### config.mk
export PLATFORM = sky130hd
export DESIGN_NAME = nrf_spi_sequencer
export DESIGN_NICKNAME = d
export VERILOG_FILES = /design/src/rtl/nrf_pkg.sv /design/src/rtl/nrf_rr_arb.sv /design/src/rtl/nrf_spi_sequencer.sv
export SDC_FILE = /design/constraint.sdc
export NUM_CORES = 1
export LEC_CHECK = 0
export CAP_MARGIN = 20
export CORE_UTILIZATION = 35
export DETAILED_ROUTE_END_ITERATION = 8
export GPL_TIMING_DRIVEN = 0
export PLACE_DENSITY_LB_ADDON = 0.15
export SYNTH_ARGS = -nofsm -noshare
export SYNTH_HDL_FRONTEND = slang
export SYNTH_SLANG_ARGS = --single-unit
### constraint.sdc
create_clock -name clk_10 -period 2.5 [get_ports clk_10]
set_input_delay 0.25 -clock clk_10 [delete_from_list [all_inputs] [get_ports clk_10]]
set_output_delay 0.25 -clock clk_10 [all_outputs]
set_load 0.1 [all_outputs]
### src/rtl/nrf_pkg.sv
// nrf_pkg -- shared definitions for the nRF24L01 SPI transaction sequencer.
//
// Contents:
//   MAX_LEN_DEF   default data-byte limit per transaction (nRF payload size)
//   LEN_W         width of the per-requester length fields
//   command bytes R_REGISTER, W_REGISTER, R_RX_PAYLOAD, W_TX_PAYLOAD, NOP
//   seq_state_t   sequencer state encoding
//   clamp_len()   saturates a requested length at the data-byte limit
package nrf_pkg;

    localparam int MAX_LEN_DEF = 32;
    localparam int LEN_W       = 6;

    localparam logic [7:0] R_REGISTER   = 8'h00;
    localparam logic [7:0] W_REGISTER   = 8'h20;
    localparam logic [7:0] R_RX_PAYLOAD = 8'h61;
    localparam logic [7:0] W_TX_PAYLOAD = 8'hA0;
    localparam logic [7:0] NOP          = 8'hFF;

    typedef enum logic [2:0] {
        ST_IDLE,
        ST_SETUP,
        ST_CMD,
        ST_DATA,
        ST_HOLD,
        ST_GAP
    } seq_state_t;

    // A length field can encode up to 63 bytes but the radio accepts at most
    // max_len per transaction; anything larger is cut down rather than rejected.
    function automatic logic [LEN_W-1:0] clamp_len(input logic [LEN_W-1:0] len,
                                                   input int max_len);
        if (int'(len) > max_len)
            return LEN_W'(max_len);
        return len;
    endfunction

endpackage

### src/rtl/nrf_rr_arb.sv
// nrf_rr_arb -- two-way round-robin arbiter for the SPI sequencer.
//
// Ports:
//   clk_10  in   system clock
//   rst     in   asynchronous active-high reset (requester 0 preferred)
//   req     in   [1:0] request levels
//   upd     in   pulse: the transaction owned by 'last' has finished
//   last    in   [1:0] one-hot owner of the finishing transaction
//   win     out  [1:0] one-hot combinational winner for the current req
//
// The priority pointer only moves when a transaction completes, so an
// aborted-by-reset transaction leaves the pointer at its reset value.
module nrf_rr_arb (
    input  logic       clk_10,
    input  logic       rst,
    input  logic [1:0] req,
    input  logic       upd,
    input  logic [1:0] last,
    output logic [1:0] win
);

    // prio = 1: requester 1 wins a tie; prio = 0: requester 0 wins a tie
    logic prio;

    always_ff @(posedge clk_10 or posedge rst) begin
        if (rst)
            prio <= 1'b0;
        else if (upd)
            prio <= last[0] & ~last[1];   // the one not just served goes first
    end

    always_comb begin
        win = 2'b00;
        case (req)
            2'b01:   win = 2'b01;
            2'b10:   win = 2'b10;
            2'b11:   win = prio ? 2'b10 : 2'b01;
            default: win = 2'b00;
        endcase
    end

endmodule

### src/rtl/nrf_spi_sequencer.sv
// nrf_spi_sequencer -- transaction-level controller for the nRF24L01 SPI link.
//
// Arbitrates between a configuration requester (0) and a payload requester (1),
// then runs one command byte plus 0..MAX_LEN data bytes over a single-byte SPI
// engine while holding CSN low for the whole transaction.
//
// Ports:
//   clk_10, rst            clock; asynchronous active-high reset
//   req[1:0]               request levels, held until done
//   req0_cmd/req1_cmd      command byte per requester
//   req0_len/req1_len      data byte count per requester (clamped to MAX_LEN)
//   grant[1:0]             one-hot owner for the whole transaction
//   tx_data / tx_take      write byte from owner / pulse when it is sampled
//   rx_data / rx_valid     byte read during a data phase / one-cycle strobe
//   status                 byte clocked in during the command byte
//   done / err             transaction finished / finished by timeout
//   busy                   high from grant until the CSN idle gap expires
//   eng_start/eng_tx       byte engine kick and byte to shift out
//   eng_rx/eng_done        byte engine result and completion pulse
//   csn                    radio chip select, active low
//
// All outputs are registered: the combinational process computes next values
// for every output and the state register process loads them.
module nrf_spi_sequencer
    import nrf_pkg::*;
#(
    parameter int MAX_LEN   = MAX_LEN_DEF,
    parameter int CSN_SETUP = 2,
    parameter int CSN_HOLD  = 2,
    parameter int CSN_IDLE  = 5,
    parameter int TIMEOUT   = 64
) (
    input  logic             clk_10,
    input  logic             rst,
    input  logic [1:0]       req,
    input  logic [7:0]       req0_cmd,
    input  logic [7:0]       req1_cmd,
    input  logic [LEN_W-1:0] req0_len,
    input  logic [LEN_W-1:0] req1_len,
    output logic [1:0]       grant,
    input  logic [7:0]       tx_data,
    output logic             tx_take,
    output logic [7:0]       rx_data,
    output logic             rx_valid,
    output logic [7:0]       status,
    output logic             done,
    output logic             err,
    output logic             busy,
    output logic             eng_start,
    output logic [7:0]       eng_tx,
    input  logic [7:0]       eng_rx,
    input  logic             eng_done,
    output logic             csn
);

    // Phase counter serves SETUP, HOLD and GAP; the three delays stay below 256.
    localparam int CNT_W  = 8;
    localparam int WCNT_W = $clog2(TIMEOUT + 1);

    seq_state_t        state_q, state_d;
    logic [CNT_W-1:0]  cnt_q, cnt_d;
    logic [WCNT_W-1:0] wcnt_q, wcnt_d;
    logic [7:0]        cmd_q, cmd_d;
    logic [LEN_W-1:0]  rem_q, rem_d;
    logic              wait_q, wait_d;     // DATA: engine byte in flight
    logic              abort_q, abort_d;   // transaction ended by timeout

    logic [1:0]        grant_d;
    logic              tx_take_d, rx_valid_d, done_d, err_d, busy_d;
    logic              eng_start_d, csn_d;
    logic [7:0]        rx_data_d, status_d, eng_tx_d;

    logic [1:0]        arb_win;
    logic              arb_upd;
    logic              wait_expired;

    nrf_rr_arb u_arb (
        .clk_10 (clk_10),
        .rst    (rst),
        .req    (req),
        .upd    (arb_upd),
        .last   (grant),
        .win    (arb_win)
    );

    // The wait counter is cleared on every eng_start, so this fires TIMEOUT
    // cycles after the most recent byte was kicked off.
    assign wait_expired = (wcnt_q == WCNT_W'(TIMEOUT - 1));

    always_comb begin
        state_d     = state_q;
        cnt_d       = cnt_q;
        wcnt_d      = wcnt_q;
        cmd_d       = cmd_q;
        rem_d       = rem_q;
        wait_d      = wait_q;
        abort_d     = abort_q;
        grant_d     = grant;
        csn_d       = csn;
        busy_d      = busy;
        status_d    = status;
        rx_data_d   = rx_data;
        eng_tx_d    = eng_tx;
        tx_take_d   = 1'b0;
        rx_valid_d  = 1'b0;
        done_d      = 1'b0;
        err_d       = 1'b0;
        eng_start_d = 1'b0;
        arb_upd     = 1'b0;

        case (state_q)
            ST_IDLE: begin
                if (arb_win != 2'b00) begin
                    grant_d = arb_win;
                    csn_d   = 1'b0;
                    busy_d  = 1'b1;
                    cmd_d   = arb_win[1] ? req1_cmd : req0_cmd;
                    rem_d   = clamp_len(arb_win[1] ? req1_len : req0_len, MAX_LEN);
                    abort_d = 1'b0;
                    cnt_d   = '0;
                    state_d = ST_SETUP;
                end
            end

            ST_SETUP: begin
                if (cnt_q == CNT_W'(CSN_SETUP - 1)) begin
                    eng_start_d = 1'b1;
                    eng_tx_d    = cmd_q;
                    wcnt_d      = '0;
                    state_d     = ST_CMD;
                end else begin
                    cnt_d = cnt_q + CNT_W'(1);
                end
            end

            ST_CMD: begin
                if (eng_done) begin
                    status_d = eng_rx;
                    if (rem_q == '0) begin
                        cnt_d   = '0;
                        state_d = ST_HOLD;
                    end else begin
                        tx_take_d = 1'b1;
                        wait_d    = 1'b0;
                        state_d   = ST_DATA;
                    end
                end else if (wait_expired) begin
                    abort_d = 1'b1;
                    cnt_d   = '0;
                    state_d = ST_HOLD;
                end else begin
                    wcnt_d = wcnt_q + WCNT_W'(1);
                end
            end

            ST_DATA: begin
                if (!wait_q) begin
                    // tx_take is high this cycle: the owner's byte is valid now
                    eng_start_d = 1'b1;
                    eng_tx_d    = tx_data;
                    wcnt_d      = '0;
                    wait_d      = 1'b1;
                end else if (eng_done) begin
                    rx_data_d  = eng_rx;
                    rx_valid_d = 1'b1;
                    rem_d      = rem_q - LEN_W'(1);
                    wait_d     = 1'b0;
                    if (rem_q == LEN_W'(1)) begin
                        cnt_d   = '0;
                        state_d = ST_HOLD;
                    end else begin
                        tx_take_d = 1'b1;
                    end
                end else if (wait_expired) begin
                    // remaining bytes are dropped; no further tx_take
                    abort_d = 1'b1;
                    wait_d  = 1'b0;
                    cnt_d   = '0;
                    state_d = ST_HOLD;
                end else begin
                    wcnt_d = wcnt_q + WCNT_W'(1);
                end
            end

            ST_HOLD: begin
                if (cnt_q == CNT_W'(CSN_HOLD - 1)) begin
                    csn_d   = 1'b1;
                    done_d  = 1'b1;
                    err_d   = abort_q;
                    grant_d = 2'b00;
                    arb_upd = 1'b1;
                    cnt_d   = '0;
                    state_d = ST_GAP;
                end else begin
                    cnt_d = cnt_q + CNT_W'(1);
                end
            end

            ST_GAP: begin
                if (cnt_q == CNT_W'(CSN_IDLE - 1)) begin
                    busy_d  = 1'b0;
                    state_d = ST_IDLE;
                end else begin
                    cnt_d = cnt_q + CNT_W'(1);
                end
            end

            default: state_d = ST_IDLE;
        endcase
    end

    always_ff @(posedge clk_10 or posedge rst) begin
        if (rst) begin
            state_q   <= ST_IDLE;
            cnt_q     <= '0;
            wcnt_q    <= '0;
            cmd_q     <= '0;
            rem_q     <= '0;
            wait_q    <= 1'b0;
            abort_q   <= 1'b0;
            grant     <= 2'b00;
            csn       <= 1'b1;
            busy      <= 1'b0;
            status    <= '0;
            rx_data   <= '0;
            eng_tx    <= '0;
            tx_take   <= 1'b0;
            rx_valid  <= 1'b0;
            done      <= 1'b0;
            err       <= 1'b0;
            eng_start <= 1'b0;
        end else begin
            state_q   <= state_d;
            cnt_q     <= cnt_d;
            wcnt_q    <= wcnt_d;
            cmd_q     <= cmd_d;
            rem_q     <= rem_d;
            wait_q    <= wait_d;
            abort_q   <= abort_d;
            grant     <= grant_d;
            csn       <= csn_d;
            busy      <= busy_d;
            status    <= status_d;
            rx_data   <= rx_data_d;
            eng_tx    <= eng_tx_d;
            tx_take   <= tx_take_d;
            rx_valid  <= rx_valid_d;
            done      <= done_d;
            err       <= err_d;
            eng_start <= eng_start_d;
        end
    end

endmodule

==> flow_summary.toml <==
[route]
drt-total-wl_um = 8340
drt_iter0_drc = 94
vias = 2934
first_pass_iters = 4
via_per_inst = 5.01
postRouteAntennaNets = 0
wl_per_cell_um = 14.2
drc = 0

[floorplan]
core_um2 = 9770
num_rows = 36
initial_core_util_pct = 36.0
die_w_um = 102
io_pins = 82
die_area_um2 = 10500
die_h_um = 102

[sta]
finalHoldViolations = 0
setup_violations = 0
final.period_utilization_pct = 91.5
clock_skew_ps = 9.87
rsz0062_at_grt = "no"
slew_viol_final = 0
maxSlewHeadroom_pct = 33.7
max_clock_freq_ghz = 0.437
worstMarginPinSlew_ps = 991
final.setup.tns_ps = 0
period_needed_ps = 2290

[cts]
cts.path.max_buffers = 2
cts_buffers = 9
clock_tree.root_cell = "clkbuf_8"
clk_pin_slew_ps = 80
clock_latency_ps = 340
cts.sink_count = 68
cts_tree = "done"
cts_max_level = 3

[power_and_ir_drop]
ir_drop_mv = 0.290
swShare_pct = 21.2
clkPwrFrac_pct = 48.7
p_comb_share_pct = 6.6
seqPwrFrac_pct = 44.7
total_power_w = 0.00252
switchingPower_w = 0.000533
leakage_nw = 2.18
powerDensity_nw_per_um2 = 527
p_int_w = 0.00198

[global_routing]
track_usage_pct = 17.2
grt_pass1_wl_um = 13800
antenna_found_initial = 0
grt_max_degree = 69
grt.overflow.total = 0
grt_pass1_vias = 2871

[logic_synthesis]
synth_nets = 412
synth_edf_count = 0
async_flop_share_pct = 100
seq_area_frac_synth_pct = 48.4
syn_inst = 356
ys_warn_count = 0
synth_seq_cells = 68
synthSimpleGateAreaFrac_pct = 20.3
synthAdderAreaFrac_pct = 2.49
synth_top_cell_by_area = "dfrtp_1"
synth_top_family_by_area = "simple AND/OR/NAND/NOR gates"
synth_flop_cell = "dfrtp_1"
synth_compound_area_share_pct = 13.0
synthesis.area_um2 = 3520
yosys-top-cells-area = "dfrtp_1 (48%), mux2_2 (9.6%), nand2_1 (5.9%)"
ys_types = 58
synth_top_cell_area_share_pct = 47.6
synthMuxAreaShare_pct = 11.0
synth_xor_area_share_pct = 1.24
synth_common_cells = "dfrtp_1 (67), nand2_1 (55), nor2_1 (31)"
synth.most_common_cell = "dfrtp_1"
syn_avg_cell_area_um2 = 9.89

[critical_path]
critPathRequiredTime_ps = 2730
cp-end-kind = "register"
criticalPathCategory = "register to register"
cp-start-kind = "register"
critPathMaxFanout = 10
arrival_ps = 2520

[place]
place_area_um2 = 4500
port_buffers = 81
gp_congestion = 0.800
hpwl_um = 6150

[cells_and_area]
syn2layout_area_growth_pct = 35.6
register_area_um2 = 1700
drive_gt1_share_pct = 15.9
design_area_um2 = 4770
antenna_cells = 0
fillerInstances = 971
multi_input_area_um2 = 1690
fin_util_pct = 48.8
nets = 504

[outcome]
status = "finished clean"

[hold_path]
hp-class = "input port to asynchronous set/reset pin"

[job]
maxCapViolations = 0
[worst paths after layout]
path	start	end	slack (ps)	cells past startpoint
max in group asynchronous	rst	state_q[1]$_DFFE_PP0P_	1540	2
worst min-delay path	rst	rem_q[3]$_DFFE_PP0P_	430	2
worst min register to register	abort_q$_DFFE_PP0P_	err$_DFF_PP0_	510	1
min in group clk_10	req0_cmd[2]	cmd_q[2]$_DFFE_PP0P_	460	3
worst max-delay path	cnt_q[1]$_DFFE_PP0P_	eng_tx[1]$_DFFE_PP0P_	210	9
worst max register to register	cnt_q[1]$_DFFE_PP0P_	eng_tx[1]$_DFFE_PP0P_	210	9
[final cells by class]
class | instances | share of cell area (%)
Inverter | 14 | 1.15
Clock inverter | 7 | 3.07
Buffer | 16 | 1.55
Sequential cell | 68 | 35.7
Timing Repair Buffer | 81 | 17.0
Tap cell | 133 | 3.49
Clock buffer | 9 | 2.60
Multi-Input combinational cell | 258 | 35.5
[flip-flops by register name, indices dropped and copies added, names as in the netlist, 2 cells and up]
signal	cells
cmd_q	8
cnt_q	8
eng_tx	8
grant	2
rem_q	6
rx_data	8
state_q	3
status	8
wcnt_q	7
[per-layer routing]
metal	global-route usage [%]	vias to the layer above	wire (µm)
met5	0	-	0
met4	5.05	0	110
met3	4.58	9	386
met2	27.3	69	3950
met1	23.0	1407	3890
li1	-	1449	-
[critical path, cell delays in order (launching register included)]
cell     delay, ps
dfrtp_1        420
inv_1          110
ha_1           160
nor2b_2        180
nand3_1        200
mux2i_1        170
and3_1         160
buf_2          210
buf_4          220
mux2_2         350
[power groups by stage]
stage	Clock, W	Combinational (W)	Sequential, W
6_report	0.00122	0.000167	0.00112
5_1_grt	0.00131	0.000186	0.00113
4_1_cts	0.00125	0.000170	0.00112
3_5_place_dp	0	0.000170	0.00115
3_3_place_gp	0	0.000168	0.00115
2_1_floorplan	0	0.0000718	0.00114
[layout by cell type (no fill, tap or decap), types with 3 or more instances in the layout]
| cell | n |
|---|---|
| a21o_1 | 3 |
| a21oi_1 | 15 |
| a31oi_1 | 14 |
| a32o_1 | 3 |
| and3_1 | 4 |
| buf_2 | 8 |
| bufinv_16 | 4 |
| clkbuf_1 | 7 |
| clkbuf_8 | 9 |
| clkdlybuf4s50_1 | 81 |
| dfrtp_1 | 67 |
| ha_1 | 7 |
| inv_1 | 12 |
| mux2_2 | 30 |
| mux2i_1 | 5 |
| nand2_1 | 55 |
| nand2b_1 | 3 |
| nand3_1 | 15 |
| nand4_1 | 3 |
| nor2_1 | 31 |
| nor3_1 | 7 |
| nor4_1 | 4 |
| o21ai_0 | 9 |
| or2_2 | 3 |
| xnor2_1 | 5 |
[through the flow]
stage	worst slack [ps]	cells	hold WS [ps]
detailed placement	19.1	570	486
CTS	158	586	448
global route	59.4	586	460
floorplan	493	356	398
finish	214	586	430
global placement	-736	570	490
[kinds of logic after synthesis]
kind of cell,after synthesis
AOI/OAI and AO/OA,66
xor gates and xnor gates,5
adders and majority gates,7
buffers and inverters,30
DFF,68
muxes,35
and+or+nand+nor,145
[repair_timing]
action                                  4_1_cts  5_1_grt
gates resized for setup                       0        1
buffers inserted                              0        0
endpoints found under the setup margin        0        2
hold buffers                                  0        0
No activity file was read; power rests on OpenSTA's default activity.
==> variant 1, RTL diff (same flow settings) <==
Take the reset off `rx_data` and load it in a clocked block of its own.
--- a/src/rtl/nrf_spi_sequencer.sv
+++ b/src/rtl/nrf_spi_sequencer.sv
@@ -222,7 +222,6 @@
             csn       <= 1'b1;
             busy      <= 1'b0;
             status    <= '0;
-            rx_data   <= '0;
             eng_tx    <= '0;
             tx_take   <= 1'b0;
             rx_valid  <= 1'b0;
@@ -241,7 +240,6 @@
             csn       <= csn_d;
             busy      <= busy_d;
             status    <= status_d;
-            rx_data   <= rx_data_d;
             eng_tx    <= eng_tx_d;
             tx_take   <= tx_take_d;
             rx_valid  <= rx_valid_d;
@@ -251,5 +249,9 @@
         end
     end
 
+    always_ff @(posedge clk_10) begin
+        rx_data <= rx_data_d;
+    end
+
 endmodule
 
Formal check against the unedited RTL: not equivalent (Yosys sat finds a counterexample within 10 cycles, from zero or initial values and one cycle with rst high; the reset may be asserted at any time).
==> variant 1 against the original RTL <==
Setup slack worse by 5.9 ps. Count of clock-buffer cells in the layout up 3. Critical path type unchanged. Global-route usage up 0.16 points. Fmax down 0.26%. Sequential cell count unchanged. Routed wire length down 5.7%. Area after synthesis down 1.9%. Critical path depth down 2. Design area down 2.2%.
Power is not compared: it rests on default switching activity, and its combinational part moved more than twofold at a synthesized area within 25%.
==> variant 1: results (changes against the original RTL) <==
| Metric | Value |
|---|---|
| Status | finished, final reports clean (unchanged) |
| Crit path max fanout | 6 (was 10) |
| WHS | 311 ps (was 430 ps) |
| Synth unique cells | 54 (was 58) |
| Post-DR vias/cell | 4.96 (was 5.01) |
| DR WL/cell | 14.0 um (was 14.2 um) |
| Total power | 5.96 mW |
| Synth Area in Compound Gates | 14.0% (was 13.0%) |
| Met2 wire len | 3430 um (was 3950 um) |
| Mapped Nets | 393 (was 412) |
| Post-synth EDFFs | 8 (was 0) |
| Synth Area in XOR/XNOR | 0.761% (was 1.24%) |
| Met1 usage | 22.5% (was 23.0%) |
| Placed Area | 0.00445 mm^2 (was 0.00450 mm^2) |
| Met1 wire length | 3760 um (was 3890 um) |
| Worst-Margin Slew | 1000 ps (was 991 ps) |
| GP Congestion | 0.824 (was 0.800) |
| CP max stage delay | 460 ps (was 420 ps) |
| Nets@finish | 485 (was 504) |
| Top post-synthesis cells by area | dfrtp_1 (43%), edfxtp_1 (7.0%), mux2_2 (6.2%), nand2_1 (5.8%), mux2i_1 (3.5%) (was dfrtp_1 (48%), mux2_2 (9.6%), nand2_1 (5.9%), nor2_1 (3.3%), a31oi_1 (2.5%)) |
| Fin cells | 563 (was 586) |
| Initial drt markers | 91 (was 94) |
| Most common library cells after synthesis | dfrtp_1 (59), nand2_1 (53), a21oi_1 (22) (was dfrtp_1 (67), nand2_1 (55), nor2_1 (31)) |
| Asr flop ratio synth | 88.2% (was 100%) |
| Dpl cells | 548 (was 570) |
| Final core utilization | 49.6% (was 48.8%) |
| Seq/Total Area, Yosys | 50.5% (was 48.4%) |
| Aggregate global-route resource usage | 17.3% (was 17.2%) |
| Layout cells sized above 1 | 12.2% (was 15.9%) |
| First-pass GRT wire length | 13,700 um (was 13,800 um) |
| Post-synthesis adder-cell area fraction | 2.54% (was 2.49%) |
| Drt pass-1 iters | 5 (was 4) |
| Crit-path slowest cell | or4_1 (was dfrtp_1) |
| Final Skew | 11.4 ps (was 9.87 ps) |
| Vias in the first global route | 2,858 (was 2,871) |
| Global Route met2 Usage | 27.3% (about the same) |
| DP HPWL | 5690 um (was 6150 um) |
| Met3 WL | 557 um (was 386 um) |
| Proportion of synthesized area in mux cells | 9.67% (was 11.0%) |
| Family with the most delay on the worst path | simple AND/OR/NAND/NOR gates (was buffers and inverters) |
-- variant 1: changes by cell type after synthesis, moves of 6 or more --
cell / delta
o21ai_0: +10
mux2i_1: +7
nor2_1: -15
mux2_2: -11
edfxtp_1: +8
nand3_1: -6
a31oi_1: -13
dfrtp_1: -8
a21oi_1: +7
-- variant 1: kinds of logic after synthesis --
family,count (synthesis)
simple gates,128
mux,31
fa+ha+maj,7
buf+inv,26
compound gates,74
xor+xnor,3
flops,68
-- variant 1: worst paths after layout --
| path | to | cells past startpoint |
|---|---|---|
| worst max-delay path | wcnt_q[5] | 7 |
| worst min-delay path | status[6] | 2 |
| worst max register to register | wcnt_q[5] | 7 |
| worst min register to register | u_arb.prio | 2 |
| max in group asynchronous | csn | 3 |
| min in group clk_10 | u_arb.prio | 2 |
-- variant 1: layout make-up --
type                    count  area share, %
clock inverters             4           1.02
multi-input cells         243           34.9
clock buffers              12           3.32
well taps                 129           3.46
plain buffers              15           1.34
inverters                  10          0.804
repair buffers             82           17.8
flip-flops and latches     68           37.3
==> variant 2, RTL diff (same settings) <==
Without the edit above. Change the parameter `TIMEOUT` from 64 to 128.
--- a/src/rtl/nrf_spi_sequencer.sv
+++ b/src/rtl/nrf_spi_sequencer.sv
@@ -28,7 +28,7 @@
     parameter int CSN_SETUP = 2,
     parameter int CSN_HOLD  = 2,
     parameter int CSN_IDLE  = 5,
-    parameter int TIMEOUT   = 64
+    parameter int TIMEOUT   = 128
 ) (
     input  logic             clk_10,
     input  logic             rst,
Formal check against the unedited RTL: same outputs for any inputs over 4 cycles, from zero or initial values and one cycle with rst high; that may be too few to reach the edited logic, so the function may still have changed.
==> variant 2 against the original RTL <==
Synthesized cell count grew 2.2%. Area after synthesis grew 3.1%. Routed wire length grew 8.0%. Core utilization shrank 0.22 points. Via count grew 5.1%. Setup slack gained 23 ps. First-iteration DRC count grew 80%. Design area grew 0.92%. Sequential cell count grew 1. Critical path type is now flop to output port.
Power is not compared: it rests on default switching activity, and its combinational part moved more than twofold at a synthesized area within 25%.
==> variant 2: results (changes against the original RTL) <==
| Metric | Value |
|---|---|
| Status | finished, final reports clean (unchanged) |
| Post-DR vias/cell | 5.20 (was 5.01) |
| CTS root buffer | clkbuf_8 (unchanged) |
| Synth Area in XOR/XNOR | 0.965% (was 1.24%) |
| Crit-path slowest cell | clkdlybuf4s50_1 (was dfrtp_1) |
| Initial drt markers | 169 (was 94) |
| Vias in the first global route | 3,121 (was 2,871) |
| CTS Buf Count | 9 (unchanged) |
| Post-synthesis adder-cell area fraction | 2.07% (was 2.49%) |
| # fillers | 972 (was 971) |
| Max Root-Sink Buffers | 2 (unchanged) |
| Nets@finish | 510 (was 504) |
| Family with the most delay on the worst path | buffers and inverters (unchanged) |
| Routed WL | 9000 um (was 8340 um) |
| Worst vdd ir | 0.843 mV |
| First-pass GRT wire length | 15,500 um (was 13,800 um) |
| Data arrival, critical path | 2010 ps (was 2520 ps) |
| Synth unique cells | 66 (was 58) |
| GP Congestion | 0.860 (was 0.800) |
| Fin cells | 593 (was 586) |
| Top post-synthesis cells by area | dfrtp_1 (47%), nand2_1 (5.1%), mux2_2 (4.3%), o21ai_0 (4.0%), mux2i_1 (3.0%) (was dfrtp_1 (48%), mux2_2 (9.6%), nand2_1 (5.9%), nor2_1 (3.3%), a31oi_1 (2.5%)) |
| Dpl cells | 577 (was 570) |
| Post-Syn Instances | 364 (was 356) |
| Worst hold path type | primary input to flop (was primary input to async pin) |
| Combinational family with the most area after synthesis | compound AO/OA/AOI/OAI gates (was simple AND/OR/NAND/NOR gates) |
| Drt pass-1 iters | 5 (was 4) |
| Seq/Total Area, Yosys | 47.6% (was 48.4%) |
| Rel. slew slack | 33.5% (was 33.7%) |
| Final Skew | 9.00 ps (was 9.87 ps) |
| PortBufs | 80 (was 81) |
| Layout cells sized above 1 | 12.0% (was 15.9%) |
| Crit path max fanout | 2 (was 10) |
| Aggregate global-route resource usage | 17.7% (was 17.2%) |
| Proportion of synthesized area in mux cells | 8.31% (was 11.0%) |
| Mapped Nets | 419 (was 412) |
| Synth Area in Compound Gates | 19.6% (was 13.0%) |
| Most common library cells after synthesis | dfrtp_1 (68), nand2_1 (49), o21ai_0 (29) (was dfrtp_1 (67), nand2_1 (55), nor2_1 (31)) |
| Largest net degree at the start of global routing | 70 (was 69) |
| DP HPWL | 6540 um (was 6150 um) |
| Initial antenna violation count | 0 (unchanged) |
| CP max stage delay | 1140 ps (was 420 ps) |
| Setup WS pre-CTS | 34.1 ps (was 19.1 ps) |
==> variant 2: per-stage QoR <==
stage / utilization, % / TNS (ps) / cell area [um^2] / hold WS, ps
after global placement: 46.4 / -49010 / 4600 / 450
after global routing: 48.6 / 0 / 4820 / 127
after floorplan: - / 0 / 3630 / 382
after CTS: 48.5 / 0 / 4810 / 106
after detailed placement: 46.4 / 0 / 4600 / 450
final: 48.6 / 0 / 4820 / 125
==> variant 2: cells by family after synthesis <==
group | Yosys count
AND/OR/NAND/NOR | 120
multiplexers | 28
adder cells (fa/ha/maj) | 6
AO/OA/AOI/OAI | 106
flip-flops | 69
buffers and inverters | 31
XOR/XNOR | 4
==> variant 2: cell type report <==
class,count,share of cell area [%]
multi-input combinational,264,36.8
sequential,69,35.9
timing repair buffer,80,16.6
tap,133,3.45
clock buffer,9,2.57
buffer,17,1.79
clock inverter,7,1.74
inverter,14,1.14
==> variant 2: timing repair <==
item | CTS | global route
resized for setup | 0 | 4
endpoints found under the setup margin | 0 | 17
hold endpoints to repair | 0 | 0
==> variant 2: report_power, final <==
part	internal (mW)	switching, mW	leakage (nW)
clock network	0.476	0.490	0.102
logic	1.21	3.02	1.10
registers	1.56	0.322	0.863
==> variant 2: worst register-to-register path: stages, from the launching register on <==
cell and delay (ps):
dfrtp_1 400, inv_1 110, ha_1 170, nor4b_2 360, nand2_1 260, a21oi_1 440, o21ai_0 160, o22a_1 190
==> variant 2: routing by layer <==
| layer | global-route usage, % | up-vias | part of all wire [%] | wire length, um |
|---|---|---|---|---|
| met5 | 0 | - | 0 | 0 |
| met4 | 5.41 | 0 | 2.3 | 204 |
| met3 | 5.48 | 17 | 5.3 | 475 |
| met2 | 27.0 | 89 | 44 | 3990 |
| met1 | 24.0 | 1478 | 48 | 4330 |
| li1 | - | 1499 | - | - |
==> variant 2: path summary, 6_finish.rpt <==
| check | start | endpoint | slack, ps | cells after the start |
|---|---|---|---|---|
| min in group asynchronous | rst | cmd_q[2] | 420 | 2 |
| worst max-delay path | csn | csn | 240 | 1 |
| worst min register to register | csn | csn | 460 | 2 |
| max in group asynchronous | rst | wcnt_q[1] | 1520 | 2 |
| worst max register to register | cnt_q[1] | cnt_q[3] | 290 | 7 |
| worst min-delay path | eng_done | wcnt_q[2] | 120 | 2 |
